==> src/rtl/seg7_mux_driver.sv <==
// seg7_mux_driver: two-digit multiplexed 7-segment driver.
// Captures an 8-bit code and converts it to BCD with a sequential
// double-dabble engine (8 shift steps plus one load cycle). The resulting
// digits are shown on a shared segment bus that alternates between the
// units and tens digits every REFRESH_COUNT cycles.
// Optional feature: define SEG7_BLANK_EN to blank a leading zero in the
// tens slot.

module seg7_mux_driver #(
    parameter logic [23:0] REFRESH_COUNT = 24'd10_000
) (
    input  logic       clk,
    input  logic       reset,
    input  logic [7:0] code_in,
    input  logic       code_valid,
    output logic       code_ready,
    output logic [6:0] seg_out,
    output logic       dp_out,
    output logic [1:0] digit_en,
    output logic       overflow
);

    typedef enum logic [1:0] {
        IDLE  = 2'd0,
        SHIFT = 2'd1,
        LOAD  = 2'd2
    } state_t;

    state_t      state;
    state_t      state_nxt;

    logic [7:0]  bin_sh;
    logic [11:0] bcd_acc;
    logic [2:0]  shift_cnt;
    logic        ovf_cap;
    logic [19:0] dd_step;

    logic [3:0]  tens_disp;
    logic [3:0]  units_disp;
    logic        ovf_disp;

    logic [23:0] refresh_cnt;
    logic        digit_sel;

    // Add 3 to every BCD nibble that is 5 or more, ahead of the shift.
    function automatic logic [11:0] dabble_adjust(input logic [11:0] b);
        logic [11:0] r;
        r = b;
        for (int n = 0; n < 3; n++) begin
            if (r[n*4 +: 4] >= 4'd5)
                r[n*4 +: 4] = r[n*4 +: 4] + 4'd3;
        end
        return r;
    endfunction

    // Map a decimal digit to its active-high a..g segment pattern.
    function automatic logic [6:0] seg_decode(input logic [3:0] d);
        logic [6:0] s;
        case (d)
            4'd0:    s = 7'h3F;
            4'd1:    s = 7'h06;
            4'd2:    s = 7'h5B;
            4'd3:    s = 7'h4F;
            4'd4:    s = 7'h66;
            4'd5:    s = 7'h6D;
            4'd6:    s = 7'h7D;
            4'd7:    s = 7'h07;
            4'd8:    s = 7'h7F;
            4'd9:    s = 7'h6F;
            default: s = 7'h00;
        endcase
        return s;
    endfunction

    // One double-dabble iteration over the combined {bcd, binary} register.
    assign dd_step = {dabble_adjust(bcd_acc), bin_sh} << 1;

    // FSM state register; reset aborts any conversion in flight.
    always_ff @(posedge clk or posedge reset) begin
        if (reset)
            state <= IDLE;
        else
            state <= state_nxt;
    end

    // Next-state logic: capture, eight shift steps, then one load cycle.
    always_comb begin
        state_nxt = state;
        case (state)
            IDLE:    if (code_valid) state_nxt = SHIFT;
            SHIFT:   if (shift_cnt == 3'd7) state_nxt = LOAD;
            LOAD:    state_nxt = IDLE;
            default: state_nxt = IDLE;
        endcase
    end

    assign code_ready = (state == IDLE);

    // Shift iteration counter, cleared on capture.
    always_ff @(posedge clk or posedge reset) begin
        if (reset)
            shift_cnt <= 3'd0;
        else if (state == IDLE && code_valid)
            shift_cnt <= 3'd0;
        else if (state == SHIFT)
            shift_cnt <= shift_cnt + 3'd1;
    end

    // Conversion datapath; contents are meaningless until the FSM loads them.
    always_ff @(posedge clk) begin
        if (state == IDLE && code_valid) begin
            bin_sh  <= code_in;
            bcd_acc <= 12'd0;
            ovf_cap <= (code_in >= 8'd100);
        end else if (state == SHIFT) begin
            bcd_acc <= dd_step[19:8];
            bin_sh  <= dd_step[7:0];
        end
    end

    // Display registers hold the last finished conversion until the next LOAD.
    always_ff @(posedge clk or posedge reset) begin
        if (reset) begin
            tens_disp  <= 4'd0;
            units_disp <= 4'd0;
            ovf_disp   <= 1'b0;
        end else if (state == LOAD) begin
            tens_disp  <= bcd_acc[7:4];
            units_disp <= bcd_acc[3:0];
            ovf_disp   <= ovf_cap;
        end
    end

    // Free-running refresh timer that flips the active digit each period.
    always_ff @(posedge clk or posedge reset) begin
        if (reset) begin
            refresh_cnt <= 24'd0;
            digit_sel   <= 1'b0;
        end else if (refresh_cnt == REFRESH_COUNT - 24'd1) begin
            refresh_cnt <= 24'd0;
            digit_sel   <= ~digit_sel;
        end else begin
            refresh_cnt <= refresh_cnt + 24'd1;
        end
    end

    assign overflow = ovf_disp;

    // Segment bus and digit enable derived from the same select, so they switch together.
    always_comb begin
        digit_en = digit_sel ? 2'b10 : 2'b01;
        dp_out   = ovf_disp & ~digit_sel;
        if (ovf_disp)
            seg_out = 7'h40;
        else if (digit_sel) begin
`ifdef SEG7_BLANK_EN
            seg_out = (tens_disp == 4'd0) ? 7'h00 : seg_decode(tens_disp);
`else
            seg_out = seg_decode(tens_disp);
`endif
        end else
            seg_out = seg_decode(units_disp);
    end

endmodule

==> config.mk <==
export PLATFORM = sky130hd
export DESIGN_NAME = seg7_mux_driver
export DESIGN_NICKNAME = d
export VERILOG_FILES = /design/src/rtl/seg7_mux_driver.sv
export SDC_FILE = /design/constraint.sdc
export NUM_CORES = 1
export LEC_CHECK = 0
export CELL_PAD_IN_SITES_DETAIL_PLACEMENT = 0
export CELL_PAD_IN_SITES_GLOBAL_PLACEMENT = 1
export CORE_MARGIN = 1.5
export CORE_UTILIZATION = 45
export CTS_CLUSTER_SIZE = 40
export DETAILED_ROUTE_END_ITERATION = 8
export HOLD_SLACK_MARGIN = 0.15
export PLACE_DENSITY = 0.77
export SLEW_MARGIN = 25
export SYNTH_ARGS = -nofsm -noshare
export SYNTH_HDL_FRONTEND = slang
export SYNTH_SLANG_ARGS = --single-unit
==> constraint.sdc <==
create_clock -name clk -period 1.8 [get_ports clk]
set_clock_uncertainty 0.05 [all_clocks]
set_input_delay 0.36 -clock clk [delete_from_list [all_inputs] [get_ports clk]]
set_output_delay 0.36 -clock clk [all_outputs]
set_load 0.005 [all_outputs]
---- Word level (Yosys, flattened, before mapping) ----
Memories as Yosys holds them, arrays and structs flattened.
Cells that the tools add are included.
W data, S select, Z words.
operators by class
  $add $sub $neg .......................... 5
  magnitude comparators ................... 4
  equal/unequal tests ..................... 6
  mux-type cells .......................... 14
  bitwise logic cells ..................... 2
  reductions and logical operators ........ 4
operator list
  cell                     count
  $add A24 B1 Y24 const B  1
  $eq A24 B14 Y1 const B   1
  $mux W24                 1
  $mux W8                  2
  $mux W7                  2
  $ge A4 B3 Y1 const B     3
  $mux W3                  3
  $add A4 B2 Y4 const B    2
  $ge A8 B7 Y1 const B     1
  $mux W4                  2
  $mux W2                  3
  $ne A2 B2 Y1 const B     2
  $pmux W2 S2              1
  $add A3 B1 Y3 const B    1
  $add A3 B2 Y3 const B    1
  $eq A3 B3 Y1 const B     1
  $eq A2 B1 Y1 const B     1
  $eq A2 B2 Y1 const B     1
  $logic_not A2 Y1         1
  $reduce_and A2 Y1        1
  $reduce_bool A2 Y1       1
  $and A1 B1 Y1            1
  $logic_and A1 B1 Y1      1
  $not A1 Y1               1
storage, ports and cells
  flip-flop bits (word level) ............. 60
  memory bits (read-only) ................. 224
  input port bits ......................... 11
  output and inout bits ................... 12
  logic and storage cells ................. 47
  memories kept ........................... 2
memories
  memory           words  width  read ports  clocked after Yosys merged registers in  wr ports  RTL line  source
  (no name shown)  16     7      1           0                                        0         59        case (d)
  (no name shown)  16     7      1           0                                        0         59

---- Depth between registers and ports, before layout ----
  depth in word-level cells ............... 3
  gate-level depth with buffers ........... 6
  gate-level depth less buffers ........... 6

---- Worst setup path after synthesis ----
OpenSTA, ideal clock, no wires.
  path kind ............................... register -> output
  start point ............................. register digit_sel
  end point ............................... output seg_out[2]
  arrival ................................. 1.245 ns
  setup slack ............................. 0.145 ns
  stages on the path, launching flop included .. 6
  path buffers ............................ 1
  cell sequence ........................... dfrtp_1 clkbuf_1 inv_1 nor2_1 o21bai_1 a311oi_1
on the way
  cells in the longest elaborated chain, start to end .. 2
ends and longest elaborated chain
  what                      RTL line  source
  start: declaration        43        logic digit_sel;
  start signal: assignment  141       digit_sel <= ~digit_sel;
  $mux W7                   155       else if (digit_sel) begin
  $mux W7                   153       if (ovf_disp)
  end: declaration          17        output logic [6:0] seg_out,
Every way passes these cells.

---- Final worst setup path ----
  start point ............................. register tens_disp[1]
  end point ............................... output seg_out[6]
on the way
  cells in the longest elaborated chain, start to end .. 3
ends and longest elaborated chain
  what                      RTL line  source
  start: declaration        38        logic [3:0] tens_disp;
  start signal: assignment  128       tens_disp <= bcd_acc[7:4];
  $mem_v2 Z16 W7            -
  $mux W7                   155
  $mux W7                   153
Every way passes these cells.

==> reports/qor.yml <==
worst_setup_path:
  path_class: "reg2out"
  cp_max_fo: 4
  startpoint_type: "flop"
  arrival_ps: 1710
  end_kind: "output port"
  required_ps: 1390
yosys:
  netlist-cell-type-count: 37
  syn_nets: 322
  async_reset_ff_share_pct: 69.6
  synth-edff-count: 9
  ys_ff_latch: 56
  ys_seq_area_share_pct: 48.6
  avgSynthCellArea_sq_um: 9.84
  synthCells: 294
  netlist_area_sq_um: 2890
  ys_warn_count: 0
  ys_dominant_reg_cell: "dfrtp_1"
global_route:
  grt-ovfl-total: 0
  grt_max_degree: 40
  grt_pass1_vias: 2140
  grtUsageTotal_pct: 17.6
  antenna_found_initial: 0
  grt_pass1_wl_um: 9980
timing:
  post-route-period-util_pct: 118
  drv_slew: 0
  setup_ws_ps: -320
  period_needed_ps: 2120
  fmax_ghz: 0.472
  worstMarginPinSlew_ps: 559
  maxSlewHeadroom_pct: 62.7
  rsz0062_at_grt: "true"
  setup_violations: 7
  hold_viol: 0
layout:
  nNetsFinal: 389
  diodes: 0
  area_growth_pct: 32.7
  drive_above_1_share_pct: 28.7
  fin_util_pct: 61.2
clocking:
  cts_root_buf: "clkbuf_8"
  cts.reportedPaths.clkPinSlew_ps: 100
  cts_buffers: 5
  clock_latency_ps: 310
  htreeDepth: 2
  cts_tree: "yes"
  cts_buffer_depth: 2
  cts.sinks: 56
  holdBufCountCts: 0
floorplanning:
  row_count: 29
  ioPinCount: 23
  die_h_um: 83.2
  initial_core_util_pct: 46.1
  core_area_sq_um: 6280
  die_x_um: 83.2
  die-area_sq_um: 6920
power_and_ir_drop:
  p_per_area_nw_per_um2: 1240
  p_total_w: 0.00476
  ir_drop_mv: 0.704
  power_leakage_nw: 1.75
route:
  routed-wl-met2_um: 2690
  routed_via_density: 5.09
  met3_length_um: 223
  top_layer_used: "met4"
  drt_wl_total_um: 5870
  drt-met1-wl_um: 2890
  remaining_drc_errors: 0
  drt_iter0_markers: 80
  drtAntennaViolNets: 0
  firstDrtPassIters: 4
  wl_per_cell_um: 13.4
  via_count: 2236
worst_hold_path:
  worstHoldPathType: "in2async"
run:
  maxCapViolations: 0
status:
  status: "finished, violations left"
  violations: "setup timing"
placed_design:
  io_buffers: 22
  hpwl_um: 3900
  gp_congestion: 0.816
[synth_stat cells (2+ instances only)]
| master | number | share of area, % |
|---|---|---|
| nand4_1 | 5 | 1.1 |
| mux2i_1 | 3 | 1.0 |
| clkbuf_1 | 7 | 0.91 |
| nand2_1 | 44 | 5.7 |
| nor4_1 | 7 | 1.5 |
| mux2_2 | 6 | 2.3 |
| inv_1 | 16 | 2.1 |
| nand2b_1 | 6 | 1.3 |
| nor4_4 | 2 | 1.5 |
| o32ai_1 | 2 | 0.61 |
| nand3_1 | 16 | 2.8 |
| dfxtp_1 | 8 | 5.5 |
| and3_1 | 6 | 1.3 |
| a211oi_1 | 3 | 0.78 |
| o31ai_1 | 2 | 0.52 |
| o21ai_0 | 16 | 2.8 |
| a21oi_1 | 9 | 1.6 |
| nor2b_1 | 8 | 1.7 |
| nor3_1 | 5 | 0.86 |
| edfxtp_1 | 9 | 9.3 |
| xnor2_1 | 18 | 5.4 |
| nor2_1 | 19 | 2.5 |
| o21a_1 | 2 | 0.52 |
| dfrtp_1 | 39 | 34 |
| ha_1 | 17 | 7.4 |
| xor2_1 | 8 | 2.4 |
[final timing paths]
| check | slack, ps | from | to | cells after the start |
|---|---|---|---|---|
| hold / removal | 340 | reset | shift_cnt[1] | 3 |
| hold reg to reg | 410 | bin_sh[7] | bcd_acc[0] | 2 |
| setup reg to reg | 110 | refresh_cnt[7] | digit_sel | 5 |
| setup / recovery | -320 | tens_disp[1] | seg_out[6] | 8 |
| min in group clk | 410 | bin_sh[7] | bcd_acc[0] | 2 |
| max in group asynchronous | 1160 | reset | units_disp[0] | 3 |
[flip-flops by register name, indices dropped and copies added, names as in the netlist]
signal,cells
digit_sel,1
refresh_cnt,24
bcd_acc,8
state,2
overflow,1
tens_disp,4
shift_cnt,3
ovf_cap,1
units_disp,4
bin_sh,8
[timing repair]
item / CTS / global route
hold endpoints to repair: 0 / 0
setup buffers: 12 / 7
setup endpoints to repair: 10 / 20
pin swaps: 15 / 10
gates resized for setup: 70 / 16
[cell type report]
cell class                 count  area, sq um
clock buffer                   5         68.8
clock inverter                 3         17.5
fill                         518         2440
inverter                      16         65.1
multi-input combinational    213         1600
sequential                    56         1410
tap                           77         96.3
timing repair buffer          69          582
[layout by cell type (no fill, tap or decap), types with 7 or more instances in the layout]
master / instances
a21oi_1: 7
edfxtp_1: 9
buf_2: 7
inv_1: 11
clkdlybuf4s50_1: 12
nand3_1: 16
dfrtp_1: 39
dfxtp_1: 8
nor2_1: 17
xnor2_1: 18
buf_6: 7
ha_1: 9
xor2_1: 8
o21ai_0: 14
nor2b_1: 7
nand2_1: 43
ha_4: 7
buf_4: 38
[cells by family after synthesis]
family	after synthesis	share of synthesized area, %
and+or+nand+nor	121	20.9
AOI/OAI and AO/OA	40	8.52
xor gates and xnor gates	26	7.87
muxes	9	3.37
DFF	56	48.6
adders and majority gates	17	7.35
buffers and inverters	25	3.37
[per-layer routing]
layer  vias to the layer above  track usage [%]
li1                       1143                -
met3                         6             3.78
met2                        46             26.5
met5                         -                0
met1                      1041             25.9
met4                         0             4.85
[power by group]
| part | internal (W) | total [W] | switching, W |
|---|---|---|---|
| logic | 0.00115 | 0.00225 | 0.00110 |
| registers | 0.00163 | 0.00183 | 0.000192 |
| clock network | 0.000273 | 0.000679 | 0.000406 |
| total | 0.00306 | 0.00476 | 0.00170 |
[worst max-delay path: stages (launching register included)]
cell	delay (ps)
dfrtp_1	420
buf_6	130
ha_4	110
nor2b_2	40
buf_4	120
a211o_1	240
a21oi_2	130
o31ai_1	90
buf_2	130
[stage by stage]
step	instance area [sq um]	hold WS (ps)	instances	setup slack, ps	setup TNS [ps]
after floorplan	2890	368	294	145	0
after global placement	3410	384	412	-307	-1870
after detailed placement	3410	385	412	-361	-2040
after CTS	3710	338	432	-318	-1750
after global routing	3840	374	439	-430	-2300
final	3840	336	439	-320	-1610
Note: power is estimated with default switching activity, not from simulation.
